### config.mk
export PLATFORM = sky130hd
export DESIGN_NAME = cp0_exception_commit_flat
export DESIGN_NICKNAME = d
export VERILOG_FILES = /design/src/rtl/cp0_exception_commit_if.sv /design/src/rtl/cp0_exception_commit.sv /design/src/flat_wrapper.sv
export SDC_FILE = /design/constraint.sdc
export NUM_CORES = 1
export LEC_CHECK = 0
export CORE_MARGIN = 1
export CORE_UTILIZATION = 50
export CTS_CLUSTER_DIAMETER = 50
export CTS_CLUSTER_SIZE = 30
export DETAILED_ROUTE_END_ITERATION = 8
export PLACE_DENSITY_LB_ADDON = 0.15
export SLEW_MARGIN = 0
export SYNTH_ARGS = -nofsm -noshare
export SYNTH_HDL_FRONTEND = slang
export SYNTH_SLANG_ARGS = --single-unit
export TNS_END_PERCENT = 20
### constraint.sdc
create_clock -name clk -period 7.73 [get_ports clk]
set_input_delay 1.546 -clock clk [delete_from_list [all_inputs] [get_ports clk]]
set_output_delay 1.546 -clock clk [all_outputs]
set_load 0.005 [all_outputs]
### src/rtl/cp0_exception_commit_if.sv
// Commit-side bus of cp0_exception_commit: exception/ERET commit, MTC0/MFC0 access,
// interrupt lines, CP0 state outputs and the pipeline redirect.
interface cp0_exception_commit_if;
    logic        exception_valid;
    logic [4:0]  exc_code;
    logic [31:0] exc_pc;
    logic        exc_in_delay_slot;
    logic        exc_vaddr_valid;
    logic [31:0] exc_vaddr;
    logic        exc_tlb_refill;
    logic        eret;
    logic        cp0_wen;
    logic [4:0]  cp0_waddr;
    logic [31:0] cp0_wdata;
    logic [4:0]  cp0_raddr;
    logic [31:0] cp0_rdata;
    logic [5:0]  ext_int;
    logic [31:0] cp0_status;
    logic [31:0] cp0_cause;
    logic        timer_interrupt;
    logic        redirect_valid;
    logic [31:0] redirect_pc;

    // Pipeline / exception_checker side
    modport master (
        output exception_valid, exc_code, exc_pc, exc_in_delay_slot, exc_vaddr_valid,
               exc_vaddr, exc_tlb_refill, eret, cp0_wen, cp0_waddr, cp0_wdata,
               cp0_raddr, ext_int,
        input  cp0_rdata, cp0_status, cp0_cause, timer_interrupt, redirect_valid, redirect_pc
    );

    // CP0 side
    modport slave (
        input  exception_valid, exc_code, exc_pc, exc_in_delay_slot, exc_vaddr_valid,
               exc_vaddr, exc_tlb_refill, eret, cp0_wen, cp0_waddr, cp0_wdata,
               cp0_raddr, ext_int,
        output cp0_rdata, cp0_status, cp0_cause, timer_interrupt, redirect_valid, redirect_pc
    );
endinterface

### src/rtl/cp0_exception_commit.sv
// CP0 exception/ERET commit: owns Status/Cause/EPC/BadVAddr/Count/Compare, issues a one-cycle redirect.
// Optional feature macro CP0_TLB_EXC_EN adds EntryHi (reg 10) and TLB-refill vectoring.
module cp0_exception_commit #(
    parameter logic [31:0] EXC_VEC_BOOT = 32'hBFC0_0200,
    parameter logic [31:0] EXC_VEC_NORM = 32'h8000_0000,
    parameter logic [31:0] GEN_OFFSET   = 32'h0000_0180
) (
    input logic               clk,
    input logic               reset,
    cp0_exception_commit_if.slave bus
);

    typedef enum logic [0:0] {
        ST_RUN   = 1'b0,
        ST_DRAIN = 1'b1
    } state_t;

    state_t      state_r;
    state_t      state_next_s;
    logic        take_exc_s;
    logic        take_eret_s;
    logic        take_wr_s;
    logic        refill_s;

    logic        bev_r;
    logic [7:0]  im_r;
    logic        exl_r;
    logic        ie_r;
    logic        bd_r;
    logic        ti_r;
    logic [5:0]  ip_hw_r;
    logic [1:0]  ip_sw_r;
    logic [4:0]  exc_code_r;
    logic [31:0] epc_r;
    logic [31:0] badvaddr_r;
    logic [31:0] count_r;
    logic [31:0] compare_r;
    logic        tick_r;
    logic        redirect_valid_r;
    logic [31:0] redirect_pc_r;

    logic [31:0] count_inc_s;
    logic        wr_status_s;
    logic        wr_cause_s;
    logic        wr_epc_s;
    logic        wr_count_s;
    logic        wr_compare_s;
    logic [31:0] status_s;
    logic [31:0] cause_s;
    logic [31:0] rdata_s;

`ifdef CP0_TLB_EXC_EN
    logic [18:0] vpn2_r;
    logic [7:0]  asid_r;
    logic        wr_entryhi_s;
    logic        tlb_exc_s;
`endif

    function automatic logic [31:0] exc_target(input logic bev, input logic exl, input logic refill);
        logic [31:0] base;
        base = bev ? EXC_VEC_BOOT : EXC_VEC_NORM;
        if (refill && !exl) begin
            exc_target = base;
        end else begin
            exc_target = base + GEN_OFFSET;
        end
    endfunction

`ifdef CP0_TLB_EXC_EN
    assign refill_s     = bus.exc_tlb_refill;
    assign wr_entryhi_s = take_wr_s && (bus.cp0_waddr == 5'd10);
    assign tlb_exc_s    = bus.exc_tlb_refill || (bus.exc_code == 5'd1) ||
                          (bus.exc_code == 5'd2) || (bus.exc_code == 5'd3);
`else
    // Refill vectoring disabled: the input is deliberately masked off.
    assign refill_s = bus.exc_tlb_refill & 1'b0;
`endif

    assign count_inc_s  = count_r + 32'd1;
    assign wr_status_s  = take_wr_s && (bus.cp0_waddr == 5'd12);
    assign wr_cause_s   = take_wr_s && (bus.cp0_waddr == 5'd13);
    assign wr_epc_s     = take_wr_s && (bus.cp0_waddr == 5'd14);
    assign wr_count_s   = take_wr_s && (bus.cp0_waddr == 5'd9);
    assign wr_compare_s = take_wr_s && (bus.cp0_waddr == 5'd11);

    assign status_s = {9'd0, bev_r, 6'd0, im_r, 6'd0, exl_r, ie_r};
    assign cause_s  = {bd_r, ti_r, 14'd0, ip_hw_r[5] | ti_r, ip_hw_r[4:0], ip_sw_r,
                       1'b0, exc_code_r, 2'd0};

    // State register for the RUN/DRAIN flush sequencer
    always_ff @(posedge clk or posedge reset) begin
        if (reset) begin
            state_r <= ST_RUN;
        end else begin
            state_r <= state_next_s;
        end
    end

    // Next state and commit arbitration; DRAIN swallows the wrong-path cycle
    always_comb begin
        state_next_s = state_r;
        take_exc_s   = 1'b0;
        take_eret_s  = 1'b0;
        take_wr_s    = 1'b0;
        case (state_r)
            ST_RUN: begin
                if (bus.exception_valid) begin
                    take_exc_s   = 1'b1;
                    state_next_s = ST_DRAIN;
                end else if (bus.eret) begin
                    take_eret_s  = 1'b1;
                    state_next_s = ST_DRAIN;
                end else begin
                    take_wr_s    = bus.cp0_wen;
                    state_next_s = ST_RUN;
                end
            end
            ST_DRAIN: begin
                state_next_s = ST_RUN;
            end
            default: begin
                state_next_s = ST_RUN;
            end
        endcase
    end

    // Redirect pulse and target, computed from pre-update EXL/BEV/EPC
    always_ff @(posedge clk or posedge reset) begin
        if (reset) begin
            redirect_valid_r <= 1'b0;
            redirect_pc_r    <= 32'd0;
        end else begin
            redirect_valid_r <= take_exc_s || take_eret_s;
            if (take_exc_s) begin
                redirect_pc_r <= exc_target(bev_r, exl_r, refill_s);
            end else if (take_eret_s) begin
                redirect_pc_r <= epc_r;
            end else begin
                redirect_pc_r <= redirect_pc_r;
            end
        end
    end

    // Status / Cause / EPC / BadVAddr updates
    always_ff @(posedge clk or posedge reset) begin
        if (reset) begin
            bev_r      <= 1'b1;
            im_r       <= 8'd0;
            exl_r      <= 1'b0;
            ie_r       <= 1'b0;
            bd_r       <= 1'b0;
            ip_hw_r    <= 6'd0;
            ip_sw_r    <= 2'd0;
            exc_code_r <= 5'd0;
            epc_r      <= 32'd0;
            badvaddr_r <= 32'd0;
        end else begin
            ip_hw_r <= bus.ext_int;
            if (take_exc_s) begin
                // A nested exception keeps the original EPC/BD so ERET returns to the outer fault
                if (!exl_r) begin
                    epc_r <= bus.exc_in_delay_slot ? (bus.exc_pc - 32'd4) : bus.exc_pc;
                    bd_r  <= bus.exc_in_delay_slot;
                end
                exc_code_r <= bus.exc_code;
                exl_r      <= 1'b1;
                if (bus.exc_vaddr_valid) begin
                    badvaddr_r <= bus.exc_vaddr;
                end
            end else if (take_eret_s) begin
                exl_r <= 1'b0;
            end else begin
                if (wr_status_s) begin
                    bev_r <= bus.cp0_wdata[22];
                    im_r  <= bus.cp0_wdata[15:8];
                    exl_r <= bus.cp0_wdata[1];
                    ie_r  <= bus.cp0_wdata[0];
                end
                if (wr_cause_s) begin
                    ip_sw_r <= bus.cp0_wdata[9:8];
                end
                if (wr_epc_s) begin
                    epc_r <= bus.cp0_wdata;
                end
            end
        end
    end

    // Count/Compare timer; a Compare write always wins over a same-cycle match
    always_ff @(posedge clk or posedge reset) begin
        if (reset) begin
            tick_r    <= 1'b0;
            count_r   <= 32'd0;
            compare_r <= 32'd0;
            ti_r      <= 1'b0;
        end else begin
            tick_r <= ~tick_r;
            if (wr_count_s) begin
                count_r <= bus.cp0_wdata;
            end else if (tick_r) begin
                count_r <= count_inc_s;
            end
            if (wr_compare_s) begin
                compare_r <= bus.cp0_wdata;
                ti_r      <= 1'b0;
            end else if (tick_r && !wr_count_s && (count_inc_s == compare_r)) begin
                ti_r <= 1'b1;
            end
        end
    end

`ifdef CP0_TLB_EXC_EN
    // EntryHi: VPN2 captured by TLB exceptions, ASID software-written
    always_ff @(posedge clk or posedge reset) begin
        if (reset) begin
            vpn2_r <= 19'd0;
            asid_r <= 8'd0;
        end else begin
            if (take_exc_s && tlb_exc_s) begin
                vpn2_r <= bus.exc_vaddr[31:13];
            end
            if (wr_entryhi_s) begin
                asid_r <= bus.cp0_wdata[7:0];
            end
        end
    end
`endif

    // MFC0 read mux; sees register state before any same-cycle write
    always_comb begin
        rdata_s = 32'd0;
        case (bus.cp0_raddr)
            5'd8:    rdata_s = badvaddr_r;
            5'd9:    rdata_s = count_r;
`ifdef CP0_TLB_EXC_EN
            5'd10:   rdata_s = {vpn2_r, 5'd0, asid_r};
`endif
            5'd11:   rdata_s = compare_r;
            5'd12:   rdata_s = status_s;
            5'd13:   rdata_s = cause_s;
            5'd14:   rdata_s = epc_r;
            default: rdata_s = 32'd0;
        endcase
    end

    assign bus.cp0_rdata       = rdata_s;
    assign bus.cp0_status      = status_s;
    assign bus.cp0_cause       = cause_s;
    assign bus.timer_interrupt = ti_r;
    assign bus.redirect_valid  = redirect_valid_r;
    assign bus.redirect_pc     = redirect_pc_r;

endmodule

### src/flat_wrapper.sv
// flat-port wrapper written by rule: the top's interface ports become plain ports
module cp0_exception_commit_flat 
#(
    parameter logic [31:0] EXC_VEC_BOOT = 32'hBFC0_0200,
    parameter logic [31:0] EXC_VEC_NORM = 32'h8000_0000,
    parameter logic [31:0] GEN_OFFSET   = 32'h0000_0180
)
  (clk, reset, bus_exception_valid, bus_exc_code, bus_exc_pc, bus_exc_in_delay_slot, bus_exc_vaddr_valid, bus_exc_vaddr, bus_exc_tlb_refill, bus_eret, bus_cp0_wen, bus_cp0_waddr, bus_cp0_wdata, bus_cp0_raddr, bus_ext_int, bus_cp0_rdata, bus_cp0_status, bus_cp0_cause, bus_timer_interrupt, bus_redirect_valid, bus_redirect_pc);
  cp0_exception_commit_if bus_i ();
  input logic clk;
  input logic reset;
  input wire logic [$bits(bus_i.exception_valid)-1:0] bus_exception_valid;
  input wire logic [$bits(bus_i.exc_code)-1:0] bus_exc_code;
  input wire logic [$bits(bus_i.exc_pc)-1:0] bus_exc_pc;
  input wire logic [$bits(bus_i.exc_in_delay_slot)-1:0] bus_exc_in_delay_slot;
  input wire logic [$bits(bus_i.exc_vaddr_valid)-1:0] bus_exc_vaddr_valid;
  input wire logic [$bits(bus_i.exc_vaddr)-1:0] bus_exc_vaddr;
  input wire logic [$bits(bus_i.exc_tlb_refill)-1:0] bus_exc_tlb_refill;
  input wire logic [$bits(bus_i.eret)-1:0] bus_eret;
  input wire logic [$bits(bus_i.cp0_wen)-1:0] bus_cp0_wen;
  input wire logic [$bits(bus_i.cp0_waddr)-1:0] bus_cp0_waddr;
  input wire logic [$bits(bus_i.cp0_wdata)-1:0] bus_cp0_wdata;
  input wire logic [$bits(bus_i.cp0_raddr)-1:0] bus_cp0_raddr;
  input wire logic [$bits(bus_i.ext_int)-1:0] bus_ext_int;
  output wire logic [$bits(bus_i.cp0_rdata)-1:0] bus_cp0_rdata;
  output wire logic [$bits(bus_i.cp0_status)-1:0] bus_cp0_status;
  output wire logic [$bits(bus_i.cp0_cause)-1:0] bus_cp0_cause;
  output wire logic [$bits(bus_i.timer_interrupt)-1:0] bus_timer_interrupt;
  output wire logic [$bits(bus_i.redirect_valid)-1:0] bus_redirect_valid;
  output wire logic [$bits(bus_i.redirect_pc)-1:0] bus_redirect_pc;
  assign bus_i.exception_valid = bus_exception_valid;
  assign bus_i.exc_code = bus_exc_code;
  assign bus_i.exc_pc = bus_exc_pc;
  assign bus_i.exc_in_delay_slot = bus_exc_in_delay_slot;
  assign bus_i.exc_vaddr_valid = bus_exc_vaddr_valid;
  assign bus_i.exc_vaddr = bus_exc_vaddr;
  assign bus_i.exc_tlb_refill = bus_exc_tlb_refill;
  assign bus_i.eret = bus_eret;
  assign bus_i.cp0_wen = bus_cp0_wen;
  assign bus_i.cp0_waddr = bus_cp0_waddr;
  assign bus_i.cp0_wdata = bus_cp0_wdata;
  assign bus_i.cp0_raddr = bus_cp0_raddr;
  assign bus_i.ext_int = bus_ext_int;
  assign bus_cp0_rdata = bus_i.cp0_rdata;
  assign bus_cp0_status = bus_i.cp0_status;
  assign bus_cp0_cause = bus_i.cp0_cause;
  assign bus_timer_interrupt = bus_i.timer_interrupt;
  assign bus_redirect_valid = bus_i.redirect_valid;
  assign bus_redirect_pc = bus_i.redirect_pc;
  cp0_exception_commit #(.EXC_VEC_BOOT(EXC_VEC_BOOT), .EXC_VEC_NORM(EXC_VEC_NORM), .GEN_OFFSET(GEN_OFFSET)) u_core (.clk(clk), .reset(reset), .bus(bus_i));
endmodule
# == After elaboration in Yosys (flattened, before gate mapping) ==
# Cells that the tools add are included.
# totals
regBits,189
input_bits,125
output_inout_bits,130
# classes
eq_ne,14
reduce_logical,19
addsub,3
bitwise_logic,6
n_mux,26
# op_table
cell,count
$mux W32,9
$pmux W32 S6,1
$eq A5 B4 Y1 const B,11
$add A32 B1 Y32 const B,1
$add A32 B9 Y32 const B,1
$eq A32 B32 Y1,1
$sub A32 B3 Y32 const B,1
$mux W30,1
$mux W1,14
$reduce_and A3 Y1,3
$reduce_bool A2 Y1,4
$logic_and A1 B1 Y1,7
$not A1 Y1,5
$reduce_and A2 Y1,2
$reduce_bool A3 Y1,1
$ne A2 B1 Y1 const B,1
$ne A2 B2 Y1 const B,1
$pmux W1 S2,1
$logic_not A1 Y1,1
$logic_or A1 B1 Y1,1
$or A1 B1 Y1,1

# == Longest topological paths before layout ==
# Gate-level depths: netlist of the first run.
# logic_depth
ltp_word,9
depth_mapped,10

# == Worst setup path before layout of the first run ==
# No wires, ideal clock.
# synth_path
path_type,input to output
startpoint,input port bus_cp0_raddr[1]
endpoint,output port bus_cp0_rdata[9]
stages,6
path_buffers,2
required_ns,6.184
slack_ns,3.209
arrival_ns,2.975
path_cell_list,nand2b_1 -> nor4_1 -> clkbuf_1 -> clkbuf_1 -> a22oi_1 -> nand3_1
# synth_between
elab_chain_len,2
# synth_lines
item,line,text
start: declaration,flat_wrapper.sv:23,input wire logic [$bits(bus_i.cp0_raddr)-1:0] bus_cp0_raddr;
$eq A5 B4 Y1,cp0_exception_commit.sv:232,case (bus.cp0_raddr)
$pmux W32 S6 *,cp0_exception_commit.sv:232,
end: declaration,flat_wrapper.sv:25,output wire logic [$bits(bus_i.cp0_rdata)-1:0] bus_cp0_rdata;
# Mark *: on every way between the ends. The rest lies on a longest branch, timed or not.

# == Final worst setup path of the first run ==
# layout_path
startpoint,input port bus_cp0_raddr[2]
endpoint,output port bus_cp0_rdata[13]
# The elaborated chain is that of the path after synthesis.

==> results of run 1 <==
## cell usage after synthesis, types with 9 or more instances
master | instances | share of area (%)
nor4_1 | 11 | 0.65
nand4_1 | 20 | 1.2
a21oi_1 | 29 | 1.4
nand3_1 | 30 | 1.4
inv_1 | 13 | 0.46
nand2_1 | 145 | 5.1
mux2i_1 | 12 | 1.1
a221o_1 | 14 | 1.3
o21ai_0 | 76 | 3.6
buf_4 | 48 | 3.4
xnor2_1 | 48 | 4.0
nor3_1 | 28 | 1.3
a22oi_1 | 36 | 2.6
xor2_1 | 46 | 3.8
dfrtp_1 | 188 | 44
buf_1 | 9 | 0.32
nor2_1 | 43 | 1.5
mux2_2 | 80 | 8.5
a22o_1 | 34 | 2.8
clkbuf_1 | 65 | 2.3
## worst max path at each step
stage	from	end	slack [ns]	cells after the start
after floorplan	reset	u_core.badvaddr_r[0]$_DFFE_PP0P_	1.04	1
after detailed placement	bus_cp0_raddr[2]	bus_cp0_rdata[13]	1.89	7
final	bus_cp0_raddr[2]	bus_cp0_rdata[13]	1.80	7
after global placement	bus_cp0_raddr[2]	bus_cp0_rdata[13]	1.94	7
after global routing	bus_cp0_raddr[2]	bus_cp0_rdata[13]	1.72	7
after CTS	bus_cp0_raddr[2]	bus_cp0_rdata[13]	1.90	7
## registers in the layout, indices dropped and copies added (netlist names)
signal,count
u_core.ie_r,1
u_core.bd_r,1
u_core.bus.redirect_pc,32
u_core.ip_sw_r,2
u_core.exc_code_r,5
u_core.epc_r,32
u_core.im_r,8
u_core.state_r,1
u_core.count_r,32
u_core.bus.redirect_valid,1
u_core.badvaddr_r,32
u_core.exl_r,1
u_core.bus.timer_interrupt,1
u_core.tick_r,1
u_core.compare_r,32
u_core.ip_hw_r,6
u_core.bev_r,1
## stage by stage
stage	instances	setup WS (ns)	hold WS [ns]
finish	1526	1.80	0.484
global route	1526	1.72	0.511
CTS	1526	1.90	0.485
detailed placement	1495	1.89	0.463
global placement	1495	1.94	0.452
floorplan	1122	1.04	0.463
## critical path, cell delays in order
cell	delay, ns
clkdlybuf4s50_1	0.57
inv_1	0.09
or3_1	0.38
nor2_4	0.73
a22oi_1	0.34
nand3_1	0.19
clkdlybuf4s50_1	0.51
## where the power goes
| group | switching (mW) | internal (mW) | leakage [nW] | total (mW) |
|---|---|---|---|---|
| Combinational | 0.320 | 0.356 | 2.87 | 0.677 |
| Clock | 0.428 | 0.524 | 0.306 | 0.952 |
| Sequential | 0.234 | 1.17 | 2.34 | 1.41 |
## cell families (layout without fill, tap and decap cells)
| logic type | Yosys count | in the layout | synth area share, % |
|---|---|---|---|
| DFF | 189 | 189 | 44.7 |
| xor gates and xnor gates | 94 | 94 | 7.78 |
| other | 1 | 38 | 0.0355 |
| AOI/OAI and AO/OA | 229 | 229 | 14.9 |
| adders and majority gates | 2 | 2 | 0.237 |
| buffers and inverters | 140 | 274 | 6.72 |
| muxes | 92 | 92 | 9.65 |
| and+or+nand+nor | 338 | 338 | 15.9 |
## routing by layer
metal  track usage (%)  vias up  routed length [microns]
li1                  -     4109                        -
met4              7.06        0                      435
met1              46.2     4466                    15000
met5                 0        -                        0
met2              45.1      443                    14700
met3              7.87       30                     3080
## layout make-up
| type | count | share of cell area [%] |
|---|---|---|
| Tap cell | 270 | 2.53 |
| Clock buffer | 17 | 3.19 |
| Timing Repair Buffer | 229 | 16.9 |
| Sequential cell | 189 | 35.5 |
| Inverter | 14 | 0.451 |
| Clock inverter | 14 | 1.54 |
| Multi-Input combinational cell | 793 | 39.9 |
==> results.md, run 1 <==
* Arrival time worst endpoint at 4.38 ns
* Row count at 52
* Post-route ant nets at 0
* Hold path startpoint: u_core.bus.redirect_pc[27]$_DFFE_PP0P_
* Critical path type: in -> out
* Maximum net fanout on the critical path at 32
* Starting Density at 51.6%
* Clk_lat worst skew at 0.44 ns
* Number of synthesized flops with an enable pin at 0
* First-pass GRT wire length at 50.8 mm
* Final wirelength at 33.2 mm
* Die H at 147 microns
* DR WL/cell at 21.8 microns
* Largest net degree at the start of global routing at 126
* Multi-input logic area at 5310 sq um
* First-pass DRT Iterations at 6
* Worst R2R Setup Slack at 4.96 ns
* Synth Warn # at 0
* Clock buffer depth at 2
* Fillers at 1709
* Maximum capacitance violations at 0
* Die Area at 21700 sq um
* R2r endpoint: u_core.bus.timer_interrupt$_DFFE_PP0P_
* LEAKAGE at 5.52 nW
* Number of global-route vias before repair at 8538
* Number of vias per cell at 5.93
* Worst Hold Path EP: u_core.bus.redirect_pc[27]$_DFFE_PP0P_
* VDD IR-drop max at 0.132 mV
* Sequential area share after synthesis at 44.7%
* Clock sinks at 189
* Hpwl dp at 23.8 mm
* Worst Skew at 0.0111 ns
* Tot GR Track Use at 31.0%
* Power Density at 228 nW/um^2
* Final core occ at 65.0%
* CP endpoint kind: output pin
* Grt total ovfl at 0
* First DRT Iteration DRCs at 1039
* Yosys cell types at 70
* Die width at 147 microns
* Yosys reg bits at 189
* DRC at 0
* Area post-placement at 12700 sq um
* Setup TNS at 0 ns
* Post-cts repair resize count at 0
* Count of pins over their slew limit at 0
* Tot Pwr at 3.04 mW
* Most common cell after layout, fill and taps aside: clkdlybuf4s50_1
* Via count at 9048
* Fin crit share at 76.7%
* Reg area at 4730 sq um
* CTS buffer count at 17
* Root buffer cell: clkbuf_16
* Worst relative slew slack at 26.5%
* CP Launch Type: input port
* # diodes at 0
* IO Pins at 255
* Unrepaired setup endpoints after global routing: false
* Clock-pin slew on the worst setup and hold paths at 0.08 ns
* Synthesized netlist cell count at 1085
* CTS H-tree depth at 4
* Status: complete, no violations
* Worst r2r path cells at 7
* Worst-margin pin slew at 1.10 ns
* Final Hold Vio Count at 0
* Syn Area/Cell at 9.75 sq um
* GPL Wtd Cong at 0.874
* CTS tree: built
* Crit path time final at 5.93 ns
* Design area at 13300 sq um
* Initial antenna violation count at 0
* Syn-to-layout area delta at 26.0%
* HP Class: reg -> reg
* Hold path cells at 2
* Post-synth top flop: dfrtp_1
* Async set-or-reset flop fraction in the synthesized netlist at 100%
* Max Freq at 169 MHz
* Setup bufs post-CTS at 0
* Final count of negative-setup-slack endpoints at 0
* Hold buffer count at CTS at 0
* Reg2reg start: u_core.count_r[0]$_DFFE_PP0P_
* Worst EP required at 6.18 ns
* Share of layout cells above drive strength 1 at 12.3%
* Core Area at 20500 sq um
* Post-layout nets at 1371
* Port Buffer Count at 215
* Mapped cell area at 10600 sq um
* Commonest cells after routing, fill and taps aside: 215 x clkdlybuf4s50_1, 188 x dfrtp_1, 145 x nand2_1
Note: power is estimated with default switching activity, not from simulation.
==> run 2: changes to the inputs <==
--- a/config.mk
+++ b/config.mk
@@ -6,7 +6,7 @@
 export NUM_CORES = 1
 export LEC_CHECK = 0
 export CORE_MARGIN = 1
-export CORE_UTILIZATION = 50
+export CORE_UTILIZATION = 46
 export CTS_CLUSTER_DIAMETER = 50
 export CTS_CLUSTER_SIZE = 30
 export DETAILED_ROUTE_END_ITERATION = 8
==> constraint.sdc (replaced) <==
create_clock -name clk -period 5.33 [get_ports clk]
set_input_delay 1.066 -clock clk [delete_from_list [all_inputs] [get_ports clk]]
set_output_delay 1.066 -clock clk [all_outputs]
set_load 0.005 [all_outputs]
==> results.md, run 2 (same netlist as run 1, synthesis figures left out) <==
* Status: complete, no violations
* First DRT Iteration DRCs at 722 (-31%)
* Inst Count DP at 1514 (+1.3%)
* Tot Pwr at 4.28 mW (+41%)
* Final Hold Vio Count at 0 (unchanged)
* Die Area at 23600 sq um (+8.6%)
* Post-route ant nets at 0 (unchanged)
* Grt total ovfl at 0 (unchanged)
* Unrepaired setup endpoints after global routing: false
* CP Launch Type: input port
* VDD IR-drop max at 0.225 mV (+71%)
* GPL Wtd Cong at 0.956 (+9.4%)
* First-pass GRT wire length at 51.0 mm (+0.26%)
* Most common cell after layout, fill and taps aside: clkdlybuf4s50_1
* Final wirelength at 33.4 mm (+0.68%)
* Hold slack at 0.485 ns (+0.00155 ns)
* Clock sinks at 189 (unchanged)
* CTS H-tree depth at 4 (unchanged)
* Via count at 8954 (-1.0%)
* Peak per-stage delay on the critical path at 0.57 ns (-0.16 ns)
* Area post-placement at 12800 sq um (+0.46%)
* Maximum net fanout on the critical path at 23 (-28%)
* CTS buffer count at 17 (unchanged)
* Final core occ at 59.1% (-6.0 points)
* Port Buffer Count at 215 (unchanged)
* Non-filler cells in the finished layout at 1547 (+1.4%)
* Worst Skew at 0.0107 ns (-0.000344 ns)
* Largest net degree at the start of global routing at 186 (+48%)
* Root buffer cell: clkbuf_16
* Die H at 154 microns (+4.2%)
* Post-cts repair resize count at 0 (unchanged)
* Worst path cell trace: clkdlybuf4s50_1, inv_1, or3_1, nor2_2, buf_4, buf_4, a22oi_1, nand3_1, clkdlybuf4s50_1
* Commonest cells after routing, fill and taps aside: 215 x clkdlybuf4s50_1, 188 x dfrtp_1, 145 x nand2_1
* Number of global-route vias before repair at 8372 (-1.9%)
* Row count at 55 (+5.8%)
* First-pass DRT Iterations at 6 (unchanged)
* Max Freq at 223 MHz
* Crit path time final at 4.49 ns
* Die width at 154 microns (+4.2%)
* Fillers at 2002 (+17%)
* Core Area at 22600 sq um (+10%)
* Clock-pin slew on the worst setup and hold paths at 0.08 ns (about the same)
* Cell family with most CP delay: buffers and inverters
* Design area at 13300 sq um (unchanged)
* CTS tree: built
* Pre-CTS setup slack at 0.842 ns (-1.05 ns)
* DR WL/cell at 21.6 microns (-0.69%)
* CP endpoint kind: output pin
* Starting Density at 46.9% (-4.7 points)
* Hpwl dp at 24.6 mm (+3.1%)
* Hold buffer count at CTS at 0 (unchanged)
* Clk_lat worst skew at 0.44 ns (about the same)
* Slowest stage cell on the critical path: clkdlybuf4s50_1
* Initial antenna violation count at 0 (unchanged)
* Power Density at 321 nW/um^2 (+41%)
* Setup bufs post-CTS at 0 (unchanged)
* Critical path type: in -> out
* Setup TNS at 0 ns (unchanged)
* LEAKAGE at 5.51 nW (-0.15%)
* Tot GR Track Use at 28.6% (-2.4 points)
* Number of vias per cell at 5.79 (-2.4%)
* Share of layout cells above drive strength 1 at 12.6% (+0.27 points)
* HP Class: reg -> reg
* Clock buffer depth at 2 (unchanged)
* Maximum capacitance violations at 0 (unchanged)
* IO Pins at 255 (unchanged)
* Worst-margin pin slew at 1.15 ns (+0.0429 ns)
* Arrival time worst endpoint at 3.42 ns (-0.96 ns)
* Final count of negative-setup-slack endpoints at 0 (unchanged)
* Post-layout nets at 1375 (+0.29%)
* DRC at 0 (unchanged)
* Worst relative slew slack at 23.6% (-2.9 points)
* Count of pins over their slew limit at 0 (unchanged)
* Syn-to-layout area delta at 26.0% (unchanged)
* Worst Path Buf+Inv at 5 (+2)
* Fin crit share at 84.2%
* Final worst slack at 0.840 ns (-0.962 ns)
* Worst EP required at 4.26 ns (-1.92 ns)
[run 2: cell count changes in the layout (fill, tap and decap cells not counted), moves of 2 or more]
cell,previous run,this run
inv_6,1,4
buf_4,14,17
clkinvlp_4,1,3
bufinv_16,3,0
[run 2: routing by layer]
layer  part of all wire [%]  vias to the layer above  track usage (%)
met5                      0                        -                0
met4                    1.5                        0             6.86
met3                    8.4                       26             6.91
met2                     44                      379             41.9
met1                     46                     4424             42.5
li1                       -                     4125                -
[run 2: layout make-up]
cell class	count	area, sq um	share of cell area (%)
multi-input combinational	793	5320	39.9
antenna	1	2.50	0.0188
inverter	14	56.3	0.422
clock inverter	14	140	1.05
sequential	189	4730	35.5
tap	285	357	2.68
clock buffer	18	429	3.22
timing repair buffer	233	2300	17.3
[run 2: power breakdown]
group / internal, mW / leakage, nW / switching (mW) / total (mW)
Sequential: 1.70 / 2.34 / 0.328 / 2.03
Clock: 0.628 / 0.275 / 0.636 / 1.26
Combinational: 0.518 / 2.90 / 0.463 / 0.982
Total: 2.85 / 5.51 / 1.43 / 4.28
[run 2: path summary, 6_finish.rpt]
path                                                       start                                endpoint  slack, ns  cells past startpoint
min in group asynchronous                                  reset          u_core.count_r[21]$_DFFE_PP0P_       0.88                      2
max reg2reg                        u_core.count_r[0]$_DFFE_PP0P_  u_core.bus.timer_interrupt$_DFFE_PP0P_       2.44                      9
min                        u_core.bus.redirect_pc[8]$_DFFE_PP0P_   u_core.bus.redirect_pc[8]$_DFFE_PP0P_       0.49                      2
max                                             bus_cp0_raddr[2]                       bus_cp0_rdata[15]       0.84                      9
min reg2reg                u_core.bus.redirect_pc[8]$_DFFE_PP0P_   u_core.bus.redirect_pc[8]$_DFFE_PP0P_       0.49                      2
max in group asynchronous                                  reset        u_core.compare_r[16]$_DFFE_PP0P_       3.16                      3
[run 2: worst register-to-register path: cells and delay by family (launching register included)]
family / cells / cell delay (ns)
simple gates: 4 / 1.02
xor+xnor: 1 / 0.18
compound gates: 2 / 0.64
buf+inv: 1 / 0.25
flops: 1 / 0.45
fa+ha+maj: 1 / 0.29
==> edit 1, RTL diff (flow settings as in run 1) <==
`EXC_VEC_BOOT` is set to 32'hBFC0_0200 in 2 places; all go to 32'h80000000.
--- a/src/rtl/cp0_exception_commit.sv
+++ b/src/rtl/cp0_exception_commit.sv
@@ -3,3 +3,3 @@
 module cp0_exception_commit #(
-    parameter logic [31:0] EXC_VEC_BOOT = 32'hBFC0_0200,
+    parameter logic [31:0] EXC_VEC_BOOT = 32'h80000000,
     parameter logic [31:0] EXC_VEC_NORM = 32'h8000_0000,
--- a/src/flat_wrapper.sv
+++ b/src/flat_wrapper.sv
@@ -3,3 +3,3 @@
 #(
-    parameter logic [31:0] EXC_VEC_BOOT = 32'hBFC0_0200,
+    parameter logic [31:0] EXC_VEC_BOOT = 32'h80000000,
     parameter logic [31:0] EXC_VEC_NORM = 32'h8000_0000,
Formal check against the unedited RTL: not equivalent (Yosys sat finds a counterexample within 4 cycles, from zero or initial values and one cycle with reset high).
==> edit 1 against run 1 <==
  * Setup slack improved by 0.36 ns
  * Fmax is 6.4% higher
  * Wire length down 7.7%
  * Total power down 3.7%
  * Area after synthesis decreased by 1.6%
  * First-iteration DRC count down 24%
  * Worst hold slack got worse by 0.0035 ns
  * Cell area fell by 1.1%
  * Sequential cell count did not move
  * Final cell count fell by 2.5%
  * Utilization is 0.12 points lower
  * Critical endpoint is now bus_cp0_rdata[10]
  * Largest power group unchanged
  * Highest routed layer is now met5
==> edit 1: results (changes against run 1) <==
\begin{tabular}{lr}
\hline
Metric & Value \\
\hline
\multicolumn{2}{l}{\textbf{Status}} \\
\quad Result of the run & completed (unchanged) \\
\multicolumn{2}{l}{\textbf{Synth}} \\
\quad Multiplexer fraction of the synthesized cell area & 9.60\% (was 9.65\%) \\
\quad Fraction of synthesized cell area in xor and xnor cells & 8.24\% (was 7.78\%) \\
\quad Avg Inst Size Synth & 10.0 µm² (was 9.75 µm²) \\
\quad Number of different library cells in the post-synthesis netlist & 65 (was 70) \\
\quad Adder-cell area share of the yosys netlist & 0.336\% (was 0.237\%) \\
\quad Register area share after synthesis & 45.4\% (was 44.7\%) \\
\multicolumn{2}{l}{\textbf{Placement}} \\
\quad Placer's final routability congestion estimate & 0.843 (was 0.874) \\
\quad Post-detail-place hpwl & 20600 µm (was 23800 µm) \\
\multicolumn{2}{l}{\textbf{GRT}} \\
\quad GRT Util Overall & 29.3\% (was 31.0\%) \\
\quad Number of antenna violations at the first check in global routing & 1 (was 0) \\
\quad Vias in the first global route & 8429 (was 8538) \\
\quad Largest net degree at the start of global routing & 132 (was 126) \\
\multicolumn{2}{l}{\textbf{STA}} \\
\quad Final setup skew & 0.00802 ns (was 0.0111 ns) \\
\multicolumn{2}{l}{\textbf{Setup path}} \\
\quad Slowest cell on the critical path & nor3\_4 (was nor2\_4) \\
\quad Worst-path maximum fanout & 15 (was 32) \\
\quad Crit-path max cell delay & 0.87 ns (was 0.73 ns) \\
\quad Endpoint arrival time on the critical path & 4.02 ns (was 4.38 ns) \\
\quad R2R depth & 8 (was 7) \\
\multicolumn{2}{l}{\textbf{Layout}} \\
\quad Final net count & 1332 (was 1371) \\
\quad Proportion of layout cells with a drive suffix above 1 & 12.9\% (was 12.3\%) \\
\quad Final Non-Filler Cells & 1488 (was 1526) \\
\multicolumn{2}{l}{\textbf{Pwr}} \\
\quad Static Leakage & 0.00555 µW (was 0.00552 µW) \\
\quad Worst IR drop on VDD & 0.000168 V (was 0.000132 V) \\
\multicolumn{2}{l}{\textbf{Detailed routing}} \\
\quad Wire length on met3 & 2420 µm (was 3080 µm) \\
\quad WL/cell & 20.6 µm (was 21.8 µm) \\
\quad Detailed-routed wire length on met2 & 13900 µm (was 14700 µm) \\
\quad Number of detailed-routing iterations run before antenna repair & 5 (was 6) \\
\quad Routed via count divided by cell count & 5.85 (was 5.93) \\
\quad Total routed wire length on the met1 layer & 13700 µm (was 15000 µm) \\
\hline
\end{tabular}
edit 1: cell types whose count changed after synthesis, moves of 5 or more:
cell      delta
xnor2_1     +16
xor2_1      -12
o21ai_0     -20
buf_2        +6
nand4_1      -9
nand2_1     -17
a21oi_1      -5
nor3_1      -12
a22o_1      +10
o21ai_1     +14
o221ai_1     -6
clkbuf_1    -11
and3_1       +9
edit 1: final timing paths:
path                            slack [ns]                                endpoint                             startpoint
max in group asynchronous             4.61                 u_core.bd_r$_DFFE_PP0P_                                  reset
worst max-delay path                  2.16                       bus_cp0_rdata[10]                       bus_cp0_raddr[2]
worst min register to register        0.48   u_core.bus.redirect_pc[8]$_DFFE_PP0P_  u_core.bus.redirect_pc[8]$_DFFE_PP0P_
worst min-delay path                  0.48   u_core.bus.redirect_pc[8]$_DFFE_PP0P_  u_core.bus.redirect_pc[8]$_DFFE_PP0P_
min in group asynchronous             1.67   u_core.bus.redirect_pc[8]$_DFFE_PP0P_                                  reset
worst max register to register        4.62  u_core.bus.timer_interrupt$_DFFE_PP0P_          u_core.count_r[0]$_DFFE_PP0P_
edit 1: cell type report:
type	count	area, µm²
timing repair buffer	230	2260
sequential	189	4730
clock inverter	13	151
multi-input combinational	757	5200
tap	270	338
fill	1657	7120
clock buffer	19	453
inverter	10	45.0
edit 1: power breakdown:
part           leakage, µW  internal, µW  total [µW]  switching (µW)
clock             0.000294           477         901             424
sequential         0.00243          1170        1370             200
combinational      0.00283           359         650             291
total              0.00555          2010        2920             916
edit 1: critical path: cells and delay by family:
family | cells | cell delay [ns]
buf+inv | 3 | 1.20
simple gates | 2 | 1.05
compound gates | 1 | 0.22
==> edit 2, RTL diff (flow settings as in run 1) <==
Without the edit above. Add a define of `CP0_TLB_EXC_EN`.
--- a/src/rtl/cp0_exception_commit.sv
+++ b/src/rtl/cp0_exception_commit.sv
@@ -2,2 +2,4 @@
 // Optional feature macro CP0_TLB_EXC_EN adds EntryHi (reg 10) and TLB-refill vectoring.
+`define CP0_TLB_EXC_EN
+
 module cp0_exception_commit #(
Behaviour: not the same (Yosys sat finds a counterexample within 4 cycles, from zero or initial values and one cycle with reset high).
==> edit 2 against run 1 <==
  * Total power is 20% higher
  * Wire length is 18% higher
  * Critical endpoint is now bus_cp0_rdata[30]
  * Die area is 12% higher
  * Sequential cell count is 27 higher
  * Via count is 11% higher
  * Final cell count is 10% higher
  * Non-clock buffer count is 3 higher
  * Cell area is 11% higher
  * Area after synthesis is 12% higher
  * Setup slack worse by 0.15 ns
  * Global-route usage is 2.0 points higher
  * Sequential share of layout area is 0.89 points higher
==> edit 2: results (changes against run 1) <==
\begin{tabular}{lr}
\hline
Metric & Value \\
\hline
\multicolumn{2}{l}{\textbf{CTS}} \\
\quad TritonCTS Buffers & 26 (was 17) \\
\quad Clk buf depth & 3 (was 2) \\
\quad H-tree levels & 1 (was 4) \\
\quad Source-to-sink clock delay at the later pin of the worst-skew pair & 0.55 ns (was 0.44 ns) \\
\multicolumn{2}{l}{\textbf{Detailed routing}} \\
\quad Wire length on met3 & 3540 µm (was 3080 µm) \\
\quad Number of detailed-routing iterations run before antenna repair & 8 (was 6) \\
\quad Initial DRC count & 1003 (was 1039) \\
\quad Total routed wire length on the met1 layer & 16200 µm (was 15000 µm) \\
\quad Final wirelength & 39300 µm (was 33200 µm) \\
\quad Detailed-routed wire length on met2 & 17700 µm (was 14700 µm) \\
\multicolumn{2}{l}{\textbf{GRT}} \\
\quad Global routing usage on met1 & 45.4\% (was 46.2\%) \\
\quad GRT Util Overall & 33.0\% (was 31.0\%) \\
\quad Met3 Use GR & 7.14\% (was 7.87\%) \\
\quad Vias in the first global route & 9610 (was 8538) \\
\quad Number of antenna violations at the first check in global routing & 1 (was 0) \\
\quad Wire length of the first global-routing pass & 60000 µm (was 50800 µm) \\
\multicolumn{2}{l}{\textbf{Setup path}} \\
\quad Slowest cell on the critical path & nor2\_2 (was nor2\_4) \\
\quad Category of cells accounting for the largest share of critical-path delay & buffers and inverters (was simple AND/OR/NAND/NOR gates) \\
\quad Destination of the critical timing path & bus\_cp0\_rdata[30] (was bus\_cp0\_rdata[13]) \\
\quad Crit path launch & bus\_cp0\_raddr[0] (was bus\_cp0\_raddr[2]) \\
\quad Crit-path max cell delay & 0.97 ns (was 0.73 ns) \\
\quad Worst-path maximum fanout & 25 (was 32) \\
\quad Reg-to-reg startpoint & u\_core.state\_r\$\_DFF\_PP0\_ (was u\_core.count\_r[0]\$\_DFFE\_PP0P\_) \\
\quad Endpoint arrival time on the critical path & 4.53 ns (was 4.38 ns) \\
\multicolumn{2}{l}{\textbf{Pwr}} \\
\quad Worst IR drop on VDD & 0.000153 V (was 0.000132 V) \\
\multicolumn{2}{l}{\textbf{Layout}} \\
\quad Final net count & 1470 (was 1371) \\
\quad Proportion of layout cells with a drive suffix above 1 & 14.7\% (was 12.3\%) \\
\multicolumn{2}{l}{\textbf{Placement}} \\
\quad Placer's final routability congestion estimate & 0.994 (was 0.874) \\
\quad Number of I/O port buffers & 216 (was 215) \\
\quad Placed Instance Area & 14000 µm² (was 12700 µm²) \\
\quad Post-detail-place hpwl & 29100 µm (was 23800 µm) \\
\multicolumn{2}{l}{\textbf{STA}} \\
\quad Share of the cycle needed by the critical path after routing & 78.6\% (was 76.7\%) \\
\quad Final setup skew & 0.0253 ns (was 0.0111 ns) \\
\multicolumn{2}{l}{\textbf{Status}} \\
\quad Result of the run & completed (unchanged) \\
\multicolumn{2}{l}{\textbf{Synth}} \\
\quad Top cells by area, synth & dfrtp\_1, mux2\_2, xnor2\_1, o21ai\_0, nand2\_1 (was dfrtp\_1, mux2\_2, nand2\_1, xnor2\_1, xor2\_1) \\
\hline
\end{tabular}
-- edit 2: cell types whose count changed after synthesis, moves of 10 or more --
cell and delta:
mux2_2 +33, a22o_1 -14, o21ai_0 +23, dfrtp_1 +27
nor2_1 +13, nand3_1 -16, a21oi_1 +12, nand2_1 -19
a221oi_1 +10, a222oi_1 +14
-- edit 2: power groups by stage --
stage | logic (µW) | registers [µW] | clock network (µW)
after floorplan | 508 | 1480 | 0
after global placement | 710 | 1650 | 0
after detailed placement | 726 | 1650 | 0
after CTS | 730 | 1630 | 1260
after global routing | 805 | 1660 | 1310
final | 730 | 1650 | 1250
-- edit 2: logic make-up (layout without fill, tap and decap cells) --
family,count (synthesis),after routing,synth area share [%]
and+or+nand+nor,327,327,13.9
AOI/OAI and AO/OA,271,271,15.1
DFF,216,216,45.5
buffers and inverters,143,293,6.85
muxes,120,120,11.3
xor gates and xnor gates,96,96,7.08
adders and majority gates,2,2,0.211
other,1,39,0.0316
-- edit 2: worst min-delay path: stages (launching register included) --
cell and delay, ns:
dfrtp_1 0.34, nand2_1 0.04, o21ai_0 0.06
-- edit 2: layout make-up --
| type | count | area (µm²) |
|---|---|---|
| Multi-Input combinational cell | 854 | 5840 |
| Timing Repair Buffer | 232 | 2280 |
| Antenna cell | 1 | 2.50 |
| Inverter | 13 | 56.3 |
| Clock buffer | 28 | 658 |
| Sequential cell | 216 | 5410 |
| Tap cell | 319 | 399 |
| Clock inverter | 20 | 225 |
| Fill cell | 1966 | 8540 |
-- edit 2: per-stage QoR --
step,hold WS [ns],instances
5_1_grt,0.522,1683
3_5_place_dp,0.473,1634
2_1_floorplan,0.466,1213
6_report,0.479,1683
4_1_cts,0.489,1682
3_3_place_gp,0.468,1634
